--- src/rtl/hamming_pkg.sv ---
// Shared definitions for the SECDED Hamming encoder/decoder family.
package hamming_pkg;

    typedef enum logic [1:0] {
        ERR_NONE   = 2'd0,
        ERR_CORR   = 2'd1,
        ERR_UNCORR = 2'd2
    } err_e;

    // Smallest m with 2**m >= m + k + 1.
    function automatic int unsigned calc_m(input int unsigned k);
        int unsigned r;
        r = 0;
        for (int i = 20; i >= 1; i--) begin
            if ((1 << i) >= i + k + 1) begin
                r = i;
            end
        end
        return r;
    endfunction

    function automatic logic is_pow2(input int unsigned i);
        return (i != 0) && ((i & (i - 1)) == 0);
    endfunction

endpackage

--- src/rtl/hamming_syndrome.sv ---
// Combinational syndrome / overall-parity computation for an n+1-bit SECDED codeword.
// Also exposes the codeword re-ordered into Hamming positions 1..n.
module hamming_syndrome
    import hamming_pkg::*;
#(
    parameter int unsigned  K      = 8,
    parameter int unsigned  P0_LSB = 1,
    localparam int unsigned M      = calc_m(K),
    localparam int unsigned N      = M + K
) (
    input  logic [N:0]   cw_i,
    output logic [N:1]   pos_o,
    output logic [M-1:0] s_o,
    output logic         q_o
);

    always_comb begin
        pos_o = '0;
        s_o   = '0;
        for (int i = 1; i <= N; i++) begin
            pos_o[i] = (P0_LSB != 0) ? cw_i[i] : cw_i[i-1];
        end
        // Bit b of the syndrome covers every position whose index has bit b set.
        for (int i = 1; i <= N; i++) begin
            for (int b = 0; b < M; b++) begin
                if (((i >> b) & 1) == 1) begin
                    s_o[b] = s_o[b] ^ pos_o[i];
                end
            end
        end
        q_o = ^cw_i;
    end

endmodule

--- src/rtl/hamming_dec_pipe.sv ---
// Two-stage pipelined SECDED decoder with valid/ready on both sides and saturating error counters.
// Optional fault injection port inj_i when HAMMING_DEC_ERR_INJ_EN is defined.
module hamming_dec_pipe
    import hamming_pkg::*;
#(
    parameter int unsigned  K      = 8,
    parameter int unsigned  P0_LSB = 1,
    parameter int unsigned  CNT_W  = 16,
    localparam int unsigned M      = calc_m(K),
    localparam int unsigned N      = M + K
) (
    input  logic             clk_i,
    input  logic             rst_ni,
    input  logic             in_valid_i,
    output logic             in_ready_o,
    input  logic [N:0]       cw_i,
`ifdef HAMMING_DEC_ERR_INJ_EN
    input  logic [N:0]       inj_i,
`endif
    output logic             out_valid_o,
    input  logic             out_ready_i,
    output logic [K-1:0]     d_o,
    output logic [1:0]       err_o,
    output logic [M-1:0]     syn_o,
    input  logic             clr_cnt_i,
    output logic [CNT_W-1:0] corr_cnt_o,
    output logic [CNT_W-1:0] uncorr_cnt_o
);

    logic [N:0]       cw_eff;
    logic [N:1]       pos_in;
    logic [M-1:0]     syn_in;
    logic             q_in;

    logic             s1_valid_q, s1_valid_d;
    logic [N:1]       s1_pos_q, s1_pos_d;
    logic [M-1:0]     s1_syn_q, s1_syn_d;
    logic             s1_par_q, s1_par_d;

    logic             s2_valid_q, s2_valid_d;
    logic [K-1:0]     d_q, d_d;
    err_e             err_q, err_d;
    logic [M-1:0]     syn_q, syn_d;

    logic [CNT_W-1:0] corr_cnt_q, corr_cnt_d;
    logic [CNT_W-1:0] uncorr_cnt_q, uncorr_cnt_d;

    logic             s1_adv, s2_adv, out_hs;
    logic             flip_en;
    err_e             cls;
    logic [N:1]       pos_fix;
    logic [K-1:0]     data_fix;
    int unsigned      j;

`ifdef HAMMING_DEC_ERR_INJ_EN
    assign cw_eff = cw_i ^ inj_i;
`else
    assign cw_eff = cw_i;
`endif

    hamming_syndrome #(
        .K      (K),
        .P0_LSB (P0_LSB)
    ) u_syndrome (
        .cw_i  (cw_eff),
        .pos_o (pos_in),
        .s_o   (syn_in),
        .q_o   (q_in)
    );

    assign s2_adv     = !s2_valid_q || out_ready_i;
    assign s1_adv     = !s1_valid_q || s2_adv;
    assign in_ready_o = s1_adv;
    assign out_hs     = s2_valid_q && out_ready_i;

    // Stage 1: capture positions, syndrome and overall parity.
    always_comb begin
        s1_valid_d = s1_valid_q;
        s1_pos_d   = s1_pos_q;
        s1_syn_d   = s1_syn_q;
        s1_par_d   = s1_par_q;
        if (s1_adv) begin
            s1_valid_d = in_valid_i;
            if (in_valid_i) begin
                s1_pos_d = pos_in;
                s1_syn_d = syn_in;
                s1_par_d = q_in;
            end
        end
    end

    // Classification of the word held in stage 1.
    always_comb begin
        cls     = ERR_UNCORR;
        flip_en = 1'b0;
        if (s1_syn_q == '0) begin
            cls = s1_par_q ? ERR_CORR : ERR_NONE;
        end else if (s1_par_q && (32'(s1_syn_q) <= N)) begin
            cls     = ERR_CORR;
            flip_en = 1'b1;
        end
    end

    // Correct the flagged position, then gather the data bits from non-power-of-two slots.
    always_comb begin
        pos_fix  = s1_pos_q;
        data_fix = '0;
        j        = 0;
        for (int i = 1; i <= N; i++) begin
            if (flip_en && (32'(s1_syn_q) == 32'(i))) begin
                pos_fix[i] = ~s1_pos_q[i];
            end
        end
        for (int i = 1; i <= N; i++) begin
            if (!is_pow2(i)) begin
                data_fix[j] = pos_fix[i];
                j           = j + 1;
            end
        end
    end

    // Stage 2: registered outputs, held while stalled.
    always_comb begin
        s2_valid_d = s2_valid_q;
        d_d        = d_q;
        err_d      = err_q;
        syn_d      = syn_q;
        if (s2_adv) begin
            s2_valid_d = s1_valid_q;
            if (s1_valid_q) begin
                d_d   = data_fix;
                err_d = cls;
                syn_d = s1_syn_q;
            end
        end
    end

    // Clear wins over a coincident increment.
    always_comb begin
        corr_cnt_d   = corr_cnt_q;
        uncorr_cnt_d = uncorr_cnt_q;
        if (clr_cnt_i) begin
            corr_cnt_d   = '0;
            uncorr_cnt_d = '0;
        end else if (out_hs) begin
            if (err_q == ERR_CORR && corr_cnt_q != {CNT_W{1'b1}}) begin
                corr_cnt_d = corr_cnt_q + CNT_W'(1);
            end
            if (err_q == ERR_UNCORR && uncorr_cnt_q != {CNT_W{1'b1}}) begin
                uncorr_cnt_d = uncorr_cnt_q + CNT_W'(1);
            end
        end
    end

    always_ff @(posedge clk_i) begin
        if (!rst_ni) begin
            s1_valid_q   <= 1'b0;
            s1_pos_q     <= '0;
            s1_syn_q     <= '0;
            s1_par_q     <= 1'b0;
            s2_valid_q   <= 1'b0;
            d_q          <= '0;
            err_q        <= ERR_NONE;
            syn_q        <= '0;
            corr_cnt_q   <= '0;
            uncorr_cnt_q <= '0;
        end else begin
            s1_valid_q   <= s1_valid_d;
            s1_pos_q     <= s1_pos_d;
            s1_syn_q     <= s1_syn_d;
            s1_par_q     <= s1_par_d;
            s2_valid_q   <= s2_valid_d;
            d_q          <= d_d;
            err_q        <= err_d;
            syn_q        <= syn_d;
            corr_cnt_q   <= corr_cnt_d;
            uncorr_cnt_q <= uncorr_cnt_d;
        end
    end

    assign out_valid_o  = s2_valid_q;
    assign d_o          = d_q;
    assign err_o        = err_q;
    assign syn_o        = syn_q;
    assign corr_cnt_o   = corr_cnt_q;
    assign uncorr_cnt_o = uncorr_cnt_q;

endmodule

--- config.mk ---
export PLATFORM = sky130hd
export DESIGN_NAME = hamming_dec_pipe
export DESIGN_NICKNAME = d
export VERILOG_FILES = /design/src/rtl/hamming_pkg.sv /design/src/rtl/hamming_syndrome.sv /design/src/rtl/hamming_dec_pipe.sv
export SDC_FILE = /design/constraint.sdc
export NUM_CORES = 1
export LEC_CHECK = 0
export BUFFER_PORTS_ARGS = -buffer_cell sky130_fd_sc_hd__buf_2
export CAP_MARGIN = 30
export CORE_MARGIN = 2
export CORE_UTILIZATION = 50
export CTS_CLUSTER_DIAMETER = 200
export DETAILED_ROUTE_END_ITERATION = 10
export GPL_TIMING_DRIVEN = 0
export PLACE_DENSITY = 0.76
export SYNTH_ARGS = -nofsm -noshare
export SYNTH_HDL_FRONTEND = slang
export SYNTH_SLANG_ARGS = --single-unit
--- constraint.sdc ---
create_clock -name clk_i -period 2.29 [get_ports clk_i]
set_clock_uncertainty 0.15 [all_clocks]
set_input_delay 0.458 -clock clk_i [delete_from_list [all_inputs] [get_ports clk_i]]
set_output_delay 0.458 -clock clk_i [all_outputs]
set_load 0.01 [all_outputs]
==> results.md, run 1 <==
* Outcome: complete, no violations
* PortBufs at 65
* Nets at approximately 440
* Post-synth EDFFs at 0
* Core Util, Final at around three fifths
* Yosys reg bits at 61
* Startpoint Class: flip-flop
* Net Count, Synth at 361
* Share of the synthesized area in the top cell type at around 41%
* DRT iter0 DRCs at 61
* Syn avg cell area at ~9 um2
* Slew Limit Headroom at between 50% and 60%
* Total die area at approximately 6600 um2
* Count of final setup violators at 0
* Setup bufs post-CTS at 0
* Clock slew at reported path FFs at about 0.080 ns
* Vias in the first global route at 2292
* Initial antenna violation count at 0
* CTS tree: built
* Rows at 28
* Logic pwr share at 11.0%
* Design Power at between 2 and 2.5 mW
* RSZ-0062 raised after global routing: no
* Min Tclk post-route at around 2.1 ns
* PwrDens at around 640 nW/um2
* Clk root buf: clkbuf_8
* Fmax at between 400 and 500 MHz
* Top cells by area, synth: dfxtp_1, xnor2_1, nor2_1
* First-pass GRT wire length at roughly 10000 um
* Switching power at about 0.59 mW
* Sequential share of the synthesized area at between 40% and 50%
* TritonCTS Sinks at 61
* Die width at between 80 and 90 um
* GRT Total Usage at between 15 and 20%
* Final Hold Viols at 0
* R2R cell count at 6
* Startpoint of the worst hold path: in_valid_i
* Switching part of the total at 25.6%
* Ys Warns at 0
* Antenna Nets Post-Route at 0
* DP Worst Slack at ~0.024 ns
* Avg WL per Cell at 12.6 um
* DR vias/cell at 5.20
* WP data required at ~2.3 ns
* DRC errors left at 0
* Post-synthesis cell type count at 39
* Worst R2R End: corr_cnt_o[14]
* Async set-reset flop share out of synthesis at 0%
* CP arrival at approximately 2.2 ns
* Max-cap viol count at 0
* Final WL at slightly above 6000 um
* Routability congestion estimate at 0.803
* Largest area contributor in the netlist: dfxtp_1
* ANT cells at 0
* Fin crit share at 93.3%
* Setup TNS at 0 ns
* H-tree lvl count at 3
* Hold path cells at 3
* Io pins at 66
* Seq pwr share at approximately half
* Pin count of the biggest net entering global routing at 12
* Maximum vdd drop at 0.348 mV
* Worst skew pair latency at roughly 0.33 ns
* Most common cell in the netlist: dfxtp_1
* Dpl hpwl at between 4000 and 5000 um
* Crit Path Class: flip-flop to flip-flop
* Internal Pwr Total at 1.72 mW
* Gr ovfl total at 0
* Worst Hold End: s1_valid_q
* Worst Hold Class: input pin to flip-flop
* Top cells by count, synth: dfxtp_1, xnor2_1, nor2_1
* Ys flop type: dfxtp_1
* Die height at a little over 80 um
* Clk buf depth at 2
* Drt first pass iters at 6
* Area Overhead vs Synth at 20.6%
* Cells after Synth at 341
* Leakage Power at roughly 1.4 nW
* Launching point of the worst reg2reg path: corr_cnt_o[6]
* Final Max Slew Viols at 0
* Fin worst setup slack at between 0.15 and 0.2 ns
* Core area at ~5900 um2
* Reg2reg setup slack at between 0.15 and 0.2 ns
* Worst slew pin tran at 0.676 ns
* Share of layout cells above drive strength 1 at 20.9%
* Initial Utilization at about half
* Clk pwr share at ~40%
* CP Capture Type: flip-flop
* CP max FO at 10
* Num CTS Buffers at 9
* Mapped Area at roughly 3000 um2
* Detailed-route via count at roughly 2600
* Crit path from: corr_cnt_o[6]
## how the worst max path moves through the flow
stage | endpoint | slack (ns)
floorplan | corr_cnt_o[13] | 0.30
CTS | corr_cnt_o[13] | 0.14
global route | uncorr_cnt_o[4] | 0.002
detailed placement | corr_cnt_o[13] | 0.02
finish | corr_cnt_o[14] | 0.15
global placement | corr_cnt_o[13] | 0.05
## final cells by class
class                      count  area (um2)
clock inverter                 6        63.8
multi-input combinational    256        1690
sequential                    61        1220
buffer                        17        66.3
inverter                       7        26.3
timing repair buffer          65         325
fill                         519        2240
clock buffer                  10         128
tap                           75        93.8
## critical path: stages, from the launching register on
cell     delay, ns
dfxtp_1       0.46
nand4_1       0.20
nor4_2        0.50
buf_2         0.31
nand4_1       0.14
xor2_1        0.18
nor2_1        0.06
## registers in the layout, summed over array words and instances, names as in the netlist
name	flops
corr_cnt_o	16
syn_o	4
s1_pos_q	8
err_o	2
s1_valid_q	1
uncorr_cnt_o	16
out_valid_o	1
d_o	8
s1_syn_q	4
s1_par_q	1
## kinds of logic after synthesis
group | after synthesis | synth area share (%)
compound gates | 50 | 13.0
flops | 61 | 40.8
mux | 7 | 2.34
simple gates | 147 | 25.3
fa+ha+maj | 2 | 0.835
buf+inv | 24 | 3.09
xor+xnor | 50 | 14.6
## routing by layer
| metal | up-vias | GRT usage (%) | routed length, um |
|---|---|---|---|
| li1 | 1344 | - | - |
| met1 | 1185 | 23.9 | 2790 |
| met2 | 50 | 34.3 | 3110 |
| met3 | 7 | 3.63 | 266 |
| met4 | 0 | 8.64 | 72 |
| met5 | - | 0 | 0 |
## metrics by stage
stage,instances,area [um2],hold WS [ns]
global placement,481,3420,0.312
floorplan,341,3000,0.299
finish,497,3610,0.261
CTS,497,3610,0.255
detailed placement,481,3420,0.316
global route,497,3610,0.269
## what timing repair did
item	in CTS	in global routing
gates resized for setup	0	1
hold buffers	0	0
hold endpoints to repair	0	0
setup endpoints to repair	0	5
## layout by cell type, fill, tap and decap left out, types with 9 or more instances in the layout
| cell type | n |
|---|---|
| clkbuf_8 | 9 |
| a21boi_0 | 11 |
| a211oi_1 | 9 |
| xnor2_1 | 44 |
| buf_2 | 67 |
| dfxtp_1 | 61 |
| o211a_1 | 10 |
| nand2_1 | 37 |
| nand3_1 | 17 |
| clkbuf_1 | 16 |
| nor2_1 | 38 |
## power groups by stage
stage,clock network (mW),logic [mW],registers [mW]
after global placement,0,0.255,1.15
after CTS,0.949,0.259,1.13
after floorplan,0,0.181,1.15
after global routing,0.996,0.288,1.13
final,0.927,0.256,1.13
after detailed placement,0,0.259,1.15
Power figures use the tool's default switching activity.
==> run 2: changes to the inputs <==
Settings changed: ABC_AREA from default to 1, CORE_ASPECT_RATIO from default to 1.1, PLACE_DENSITY 0.76 to 0.75, SLEW_MARGIN from default to 20.
==> run 2 against run 1 <==
Register-to-register slack improved by 0.16 ns; count of clock-buffer cells in the layout did not move; cell area increased by 11%; synthesized area grew 13%; via count grew 32%; final cell count grew 35%; total power up 7.1%; critical path depth grew 5; first-iteration DRC count up 80%; largest power group unchanged.
==> results.md, run 2 <==
* Fin crit share at 86.5% (-6.8 points)
* Fmax at 505 MHz (+7.9%)
* Crit path largest cell delay at 0.42 ns (-0.08 ns)
* Maximum vdd drop at 0.530 mV (+52%)
* Outcome: complete, no violations
* Max-cap viol count at 0 (unchanged)
* Core Util, Final at 61.3% (-0.45 points)
* Initial Utilization at 51.4% (+0.22 points)
* Min Tclk post-route at 1.98 ns (-0.156 ns)
* Vias in the first global route at 3126 (+36%)
* R2R cell count at 11 (+5)
* Total die area at 7420 um2 (+12%)
* Startpoint Class: flip-flop
* Placed cells at 654 (+36%)
* Highest-count cells in the layout ignoring fill and taps: nand2_1, buf_2, inv_1, dfxtp_1, nor2_1
* Final Max Slew Viols at 0 (unchanged)
* Ys flop type: dfxtp_1
* Io pins at 66 (unchanged)
* Rows at 31 (+11%)
* Final Instance Area at 4020 um2 (+11%)
* Count of final setup violators at 0 (unchanged)
* WP data required at 2.38 ns (+0.04 ns)
* Gr ovfl total at 0 (unchanged)
* GRT Total Usage at 23.0% (+3.2 points)
* PortBufs at 64 (-1.5%)
* DP Worst Slack at 0.165 ns (+0.141 ns)
* TritonCTS Sinks at 61 (unchanged)
* Async set-reset flop share out of synthesis at 0% (unchanged)
* Hold_buf cts at 0 (unchanged)
* H-tree lvl count at 3 (unchanged)
* Share of layout cells above drive strength 1 at 18.0% (-2.8 points)
* ANT cells at 0 (unchanged)
* Final WL at 7940 um (+27%)
* DP Area at 3790 um2 (+11%)
* Worst slew pin tran at 0.691 ns (+0.0145 ns)
* CP Cell Sequence: ha_1, nand3_2, nor2_4, nand2_2, nor2_4, nand2_2, nand2_4, inv_2, buf_6, nand2_1, a21oi_2
* Clk buf depth at 2 (unchanged)
* First-pass GRT wire length at 13400 um (+31%)
* Post-synth EDFFs at 0 (unchanged)
* Top cells by area, synth: dfxtp_1, nand2_1, inv_1
* Avg WL per Cell at 11.9 um (-5.6%)
* Drt first pass iters at 4 (-2)
* Worst Hold Class: input pin to flip-flop
* Largest area contributor in the netlist: dfxtp_1
* Post-CTS sizing at 0 (unchanged)
* RSZ-0062 raised after global routing: no
* Yosys reg bits at 61 (unchanged)
* Worst skew pair latency at 0.35 ns (+0.02 ns)
* Hold path cells at 3 (unchanged)
* Dpl hpwl at 6000 um (+29%)
* DRC errors left at 0 (unchanged)
* CP Capture Type: flip-flop
* Antenna Nets Post-Route at 0 (unchanged)
* Routability congestion estimate at 0.845 (+5.2%)
* CP arrival at 2.07 ns (-0.12 ns)
* Slew Limit Headroom at 53.8% (-0.72 points)
* Share of the synthesized area in the top cell type at 36.2% (-4.5 points)
* Syn avg cell area at 6.64 um2 (-24%)
* Nets at 603 (+38%)
* Sequential share of the synthesized area at 36.2% (-4.5 points)
* Clock slew at reported path FFs at 0.07 ns (about the same)
* Setup TNS at 0 ns (unchanged)
* CP max-delay cell: dfxtp_1
* Clk root buf: clkbuf_8
* DRT iter0 DRCs at 110 (+80%)
* Num CTS Buffers at 9 (unchanged)
* Top cells by count, synth: nand2_1, inv_1, dfxtp_1
* PwrDens at 616 nW/um2 (-3.7%)
* Core area at 6560 um2 (+12%)
* CP max FO at 10 (unchanged)
* Leakage Power at 1.85 nW (+28%)
* Crit Path Class: flip-flop to flip-flop
* Setup bufs post-CTS at 0 (unchanged)
* CTS tree: built
* DR vias/cell at 5.08 (-2.3%)
* Mapped Area at 3370 um2 (+13%)
* Die width at 82.3 um (+1.1%)
* Most common cell in the netlist: nand2_1
* Most common cell after layout, fill and taps aside: nand2_1
* Final std cells w/o fill at 670 (+35%)
* Die height at 90.1 um (+11%)
* Final Hold Viols at 0 (unchanged)
* Pin count of the biggest net entering global routing at 12 (unchanged)
* Net Count, Synth at 528 (+46%)
* Detailed-route via count at 3406 (+32%)
* Post-synthesis cell type count at 29 (-26%)
* Initial antenna violation count at 0 (unchanged)
* Fin worst setup slack at 0.310 ns (+0.156 ns)
* Cells after Synth at 508 (+49%)
* Fillcell total at 627 (+21%)
* Ys Warns at 0 (unchanged)
* Area Overhead vs Synth at 19.2%
run 2: cell count changes in the layout (fill, tap and decap cells not counted), moves of 9 or more:
cell,previous run,this run
nand2_1,37,145
inv_1,7,62
a21oi_1,5,35
xnor2_1,44,15
o21ai_0,8,32
nor2_1,38,59
a21boi_0,11,0
clkbuf_1,16,6
o211a_1,10,1
run 2: final timing paths:
| path | slack, ns | from | endpoint |
|---|---|---|---|
| max reg2reg | 0.31 | uncorr_cnt_o[0] | uncorr_cnt_o[10] |
| min reg2reg | 0.35 | s1_pos_q[3] | s1_pos_q[3] |
| min | 0.26 | cw_i[5] | s1_pos_q[5] |
| max | 0.31 | uncorr_cnt_o[0] | uncorr_cnt_o[10] |
run 2: kinds of logic after synthesis:
group           share of synthesized area [%]
fa+ha+maj                               0.742
compound gates                           14.2
flops                                    36.2
simple gates                             31.7
buf+inv                                  9.57
xor+xnor                                 7.53
run 2: layer usage:
layer | wire [um] | track usage [%] | vias to the layer above | part of all wire (%)
met3 | 407 | 7.03 | 12 | 5.1
met2 | 3880 | 37.8 | 86 | 49
met1 | 3520 | 27.6 | 1535 | 44
met5 | 0 | 0 | - | 0
met4 | 131 | 8.33 | 0 | 1.6
li1 | - | - | 1773 | -
run 2: area by class of cell:
cell class,instances,area (um2),share of cell area (%)
Buffer,13,82.6,2.05
Clock buffer,10,138,3.42
Clock inverter,6,86.3,2.15
Inverter,64,240,5.98
Multi-Input combinational cell,370,1830,45.5
Sequential cell,61,1220,30.4
Tap cell,82,103,2.55
Timing Repair Buffer,64,320,7.97
run 2: through the flow:
| step | total power, mW | hold WS (ns) |
|---|---|---|
| floorplan | 1.32 | 0.296 |
| global placement | 1.41 | 0.327 |
| detailed placement | 1.41 | 0.338 |
| CTS | 2.50 | 0.248 |
| global route | 2.59 | 0.267 |
| finish | 2.48 | 0.261 |
run 2: power by group:
group / internal [mW] / switching, mW / total (mW)
Clock: 0.640 / 0.446 / 1.09
Combinational: 0.0957 / 0.165 / 0.261
Sequential: 1.10 / 0.0305 / 1.13
Total: 1.84 / 0.641 / 2.48
run 2: critical path, delay by kind of cell, from the launching register on:
kind	cells	cell delay [ns]
AOI/OAI and AO/OA	1	0.05
adders and majority gates	1	0.23
buffers and inverters	2	0.23
DFF	1	0.42
and+or+nand+nor	7	0.76
==> run 3: changes to the inputs <==
Settings changed: CORE_UTILIZATION 50 to 55, PLACE_DENSITY 0.75 to 0.82.
==> run 3 against run 2 <==
Critical path type unchanged; setup slack lost 0.0045 ns; cell area decreased by 0.40%; utilization increased by 7.2 points.
==> results.md, run 3 (synthesized netlist as in run 2, its figures left out) <==
* Outcome: complete, no violations
* Worst slew pin tran at 0.662 ns (-0.0281 ns)
* CTS tree: built
* Worst Hold Class: input pin to flip-flop
* RSZ-0062 raised after global routing: no
* Nets at 603 (unchanged)
* Setup TNS at 0 ns (unchanged)
* Final Hold Viols at 0 (unchanged)
* Maximum vdd drop at 0.462 mV (-13%)
* WP data required at 2.37 ns (about the same)
* Gr ovfl total at 0 (unchanged)
* Die width at 78.7 um (-4.4%)
* TritonCTS Sinks at 61 (unchanged)
* Pin count of the biggest net entering global routing at 12 (unchanged)
* PwrDens at 610 nW/um2 (-0.97%)
* CP Capture Type: flip-flop
* Detailed-route via count at 3377 (-0.85%)
* Reg2reg setup slack at 0.31 ns (about the same)
* H-tree lvl count at 3 (unchanged)
* Most common cell after layout, fill and taps aside: nand2_1
* Io pins at 66 (unchanged)
* Max-cap viol count at 0 (unchanged)
* Setup bufs post-CTS at 0 (unchanged)
* Num CTS Buffers at 9 (unchanged)
* Final Instance Area at 4000 um2 (-0.40%)
* CP max-delay cell: dfxtp_1
* Seq pwr share at 46.3% (+0.7 points)
* Antenna Nets Post-Route at 0 (unchanged)
* Worst skew pair latency at 0.35 ns (about the same)
* Final WL at 7910 um (-0.42%)
* Avg WL per Cell at 11.9 um (+0.33%)
* CP arrival at 2.07 ns (about the same)
* Clock slew at reported path FFs at 0.07 ns (about the same)
* Clk root buf: clkbuf_8
* DRC errors left at 0 (unchanged)
* Core Util, Final at 68.5% (+7.2 points)
* Die height at 86.1 um (-4.4%)
* Routability congestion estimate at 0.908 (+7.4%)
* Vias in the first global route at 3106 (-0.64%)
* Clk buf depth at 2 (unchanged)
* Drt first pass iters at 4 (unchanged)
* PortBufs at 64 (unchanged)
* GRT Total Usage at 25.1% (+2.2 points)
* Hold_buf cts at 0 (unchanged)
* Crit Path Class: flip-flop to flip-flop
* Switching power at 0.634 mW (-1.1%)
* Fillcell total at 533 (-15%)
* Rows at 29 (-6.5%)
* Slew Limit Headroom at 55.7% (+1.9 points)
* Final Max Slew Viols at 0 (unchanged)
* Share of layout cells above drive strength 1 at 17.9% (-0.17 points)
* Core area at 5840 um2 (-11%)
* DRT iter0 DRCs at 175 (+59%)
* Switching part of the total at 26.0% (+0.085 points)
* Leakage Power at 1.84 nW (-0.30%)
* Total die area at 6770 um2 (-8.7%)
* Min Tclk post-route at 1.98 ns (+0.00450 ns)
* CP Cell Sequence: ha_1, nand3_2, nor2_4, nand2_2, nor2_4, nand2_2, nand2_4, inv_2, buf_6, nand2_1, a21oi_2
* Logic pwr share at 10.7% (+0.2 points)
* DP Area at 3790 um2 (-0.16%)
* DR vias/cell at 5.08 (-0.11%)
* Post-CTS sizing at 0 (unchanged)
* Internal Pwr Total at 1.81 mW (-1.5%)
* CP max FO at 10 (unchanged)
* ANT cells at 0 (unchanged)
* Fmax at 504 MHz (-0.23%)
* Area Overhead vs Synth at 18.7%
* Dpl hpwl at 5860 um (-2.4%)
* Initial Utilization at 57.7% (+6.3 points)
* Initial antenna violation count at 0 (unchanged)
* Startpoint Class: flip-flop
* Fin crit share at 86.7% (+0.20 points)
* First-pass GRT wire length at 13500 um (+0.41%)
* Clk pwr share at 43.1% (-0.7 points)
* Highest-count cells in the layout ignoring fill and taps: nand2_1, buf_2, inv_1, dfxtp_1, nor2_1
* Count of final setup violators at 0 (unchanged)
* Crit path largest cell delay at 0.44 ns (+0.02 ns)
run 3: changes by cell type in the layout (fill, tap and decap cells not counted):
cell | before | now
clkbuf_1 | 6 | 7
clkbuf_8 | 10 | 9
clkinv_4 | 1 | 0
inv_6 | 0 | 1
run 3: power by group through the flow:
stage	combinational [mW]	clock, mW	sequential, mW
after floorplan	0.168	0	1.16
after global placement	0.252	0	1.15
after detailed placement	0.260	0	1.15
after CTS	0.261	1.07	1.13
after global routing	0.296	1.12	1.13
final	0.261	1.05	1.13
run 3: area by class of cell:
cell class,count,area [um2],area share (%)
clock inverters,6,86.3,2.16
inverters,64,240,6.00
well taps,77,96.3,2.41
plain buffers,13,82.6,2.06
clock buffers,10,128,3.19
repair buffers,64,320,8.00
multi-input cells,370,1830,45.7
flip-flops and latches,61,1220,30.5
run 3: final timing paths:
kind,startpoint,to,cells past startpoint
min reg2reg,s1_pos_q[3],s1_pos_q[3],2
max reg2reg,uncorr_cnt_o[0],uncorr_cnt_o[11],11
max,uncorr_cnt_o[0],uncorr_cnt_o[11],11
min,cw_i[11],s1_pos_q[11],3
run 3: metrics by stage:
step / hold WS (ns) / setup slack, ns / std cells / power, mW
2_1_floorplan: 0.296 / 0.466 / 508 / 1.32
3_3_place_gp: 0.326 / 0.202 / 649 / 1.40
3_5_place_dp: 0.338 / 0.183 / 649 / 1.41
4_1_cts: 0.251 / 0.310 / 665 / 2.46
5_1_grt: 0.277 / 0.133 / 665 / 2.55
6_report: 0.257 / 0.305 / 665 / 2.44
run 3: critical path: cells and delay by family, from the launching register on:
family | cells | cell delay, ns
AOI/OAI and AO/OA | 1 | 0.05
adders and majority gates | 1 | 0.24
buffers and inverters | 2 | 0.23
DFF | 1 | 0.44
and+or+nand+nor | 7 | 0.74
run 3: routing by layer:
metal | part of all wire [%] | track usage, % | routed length [um]
met3 | 5.6 | 5.79 | 443
met1 | 43 | 29.1 | 3400
met5 | 0 | 0 | 0
met4 | 2.2 | 12.0 | 176
met2 | 49 | 43.7 | 3890
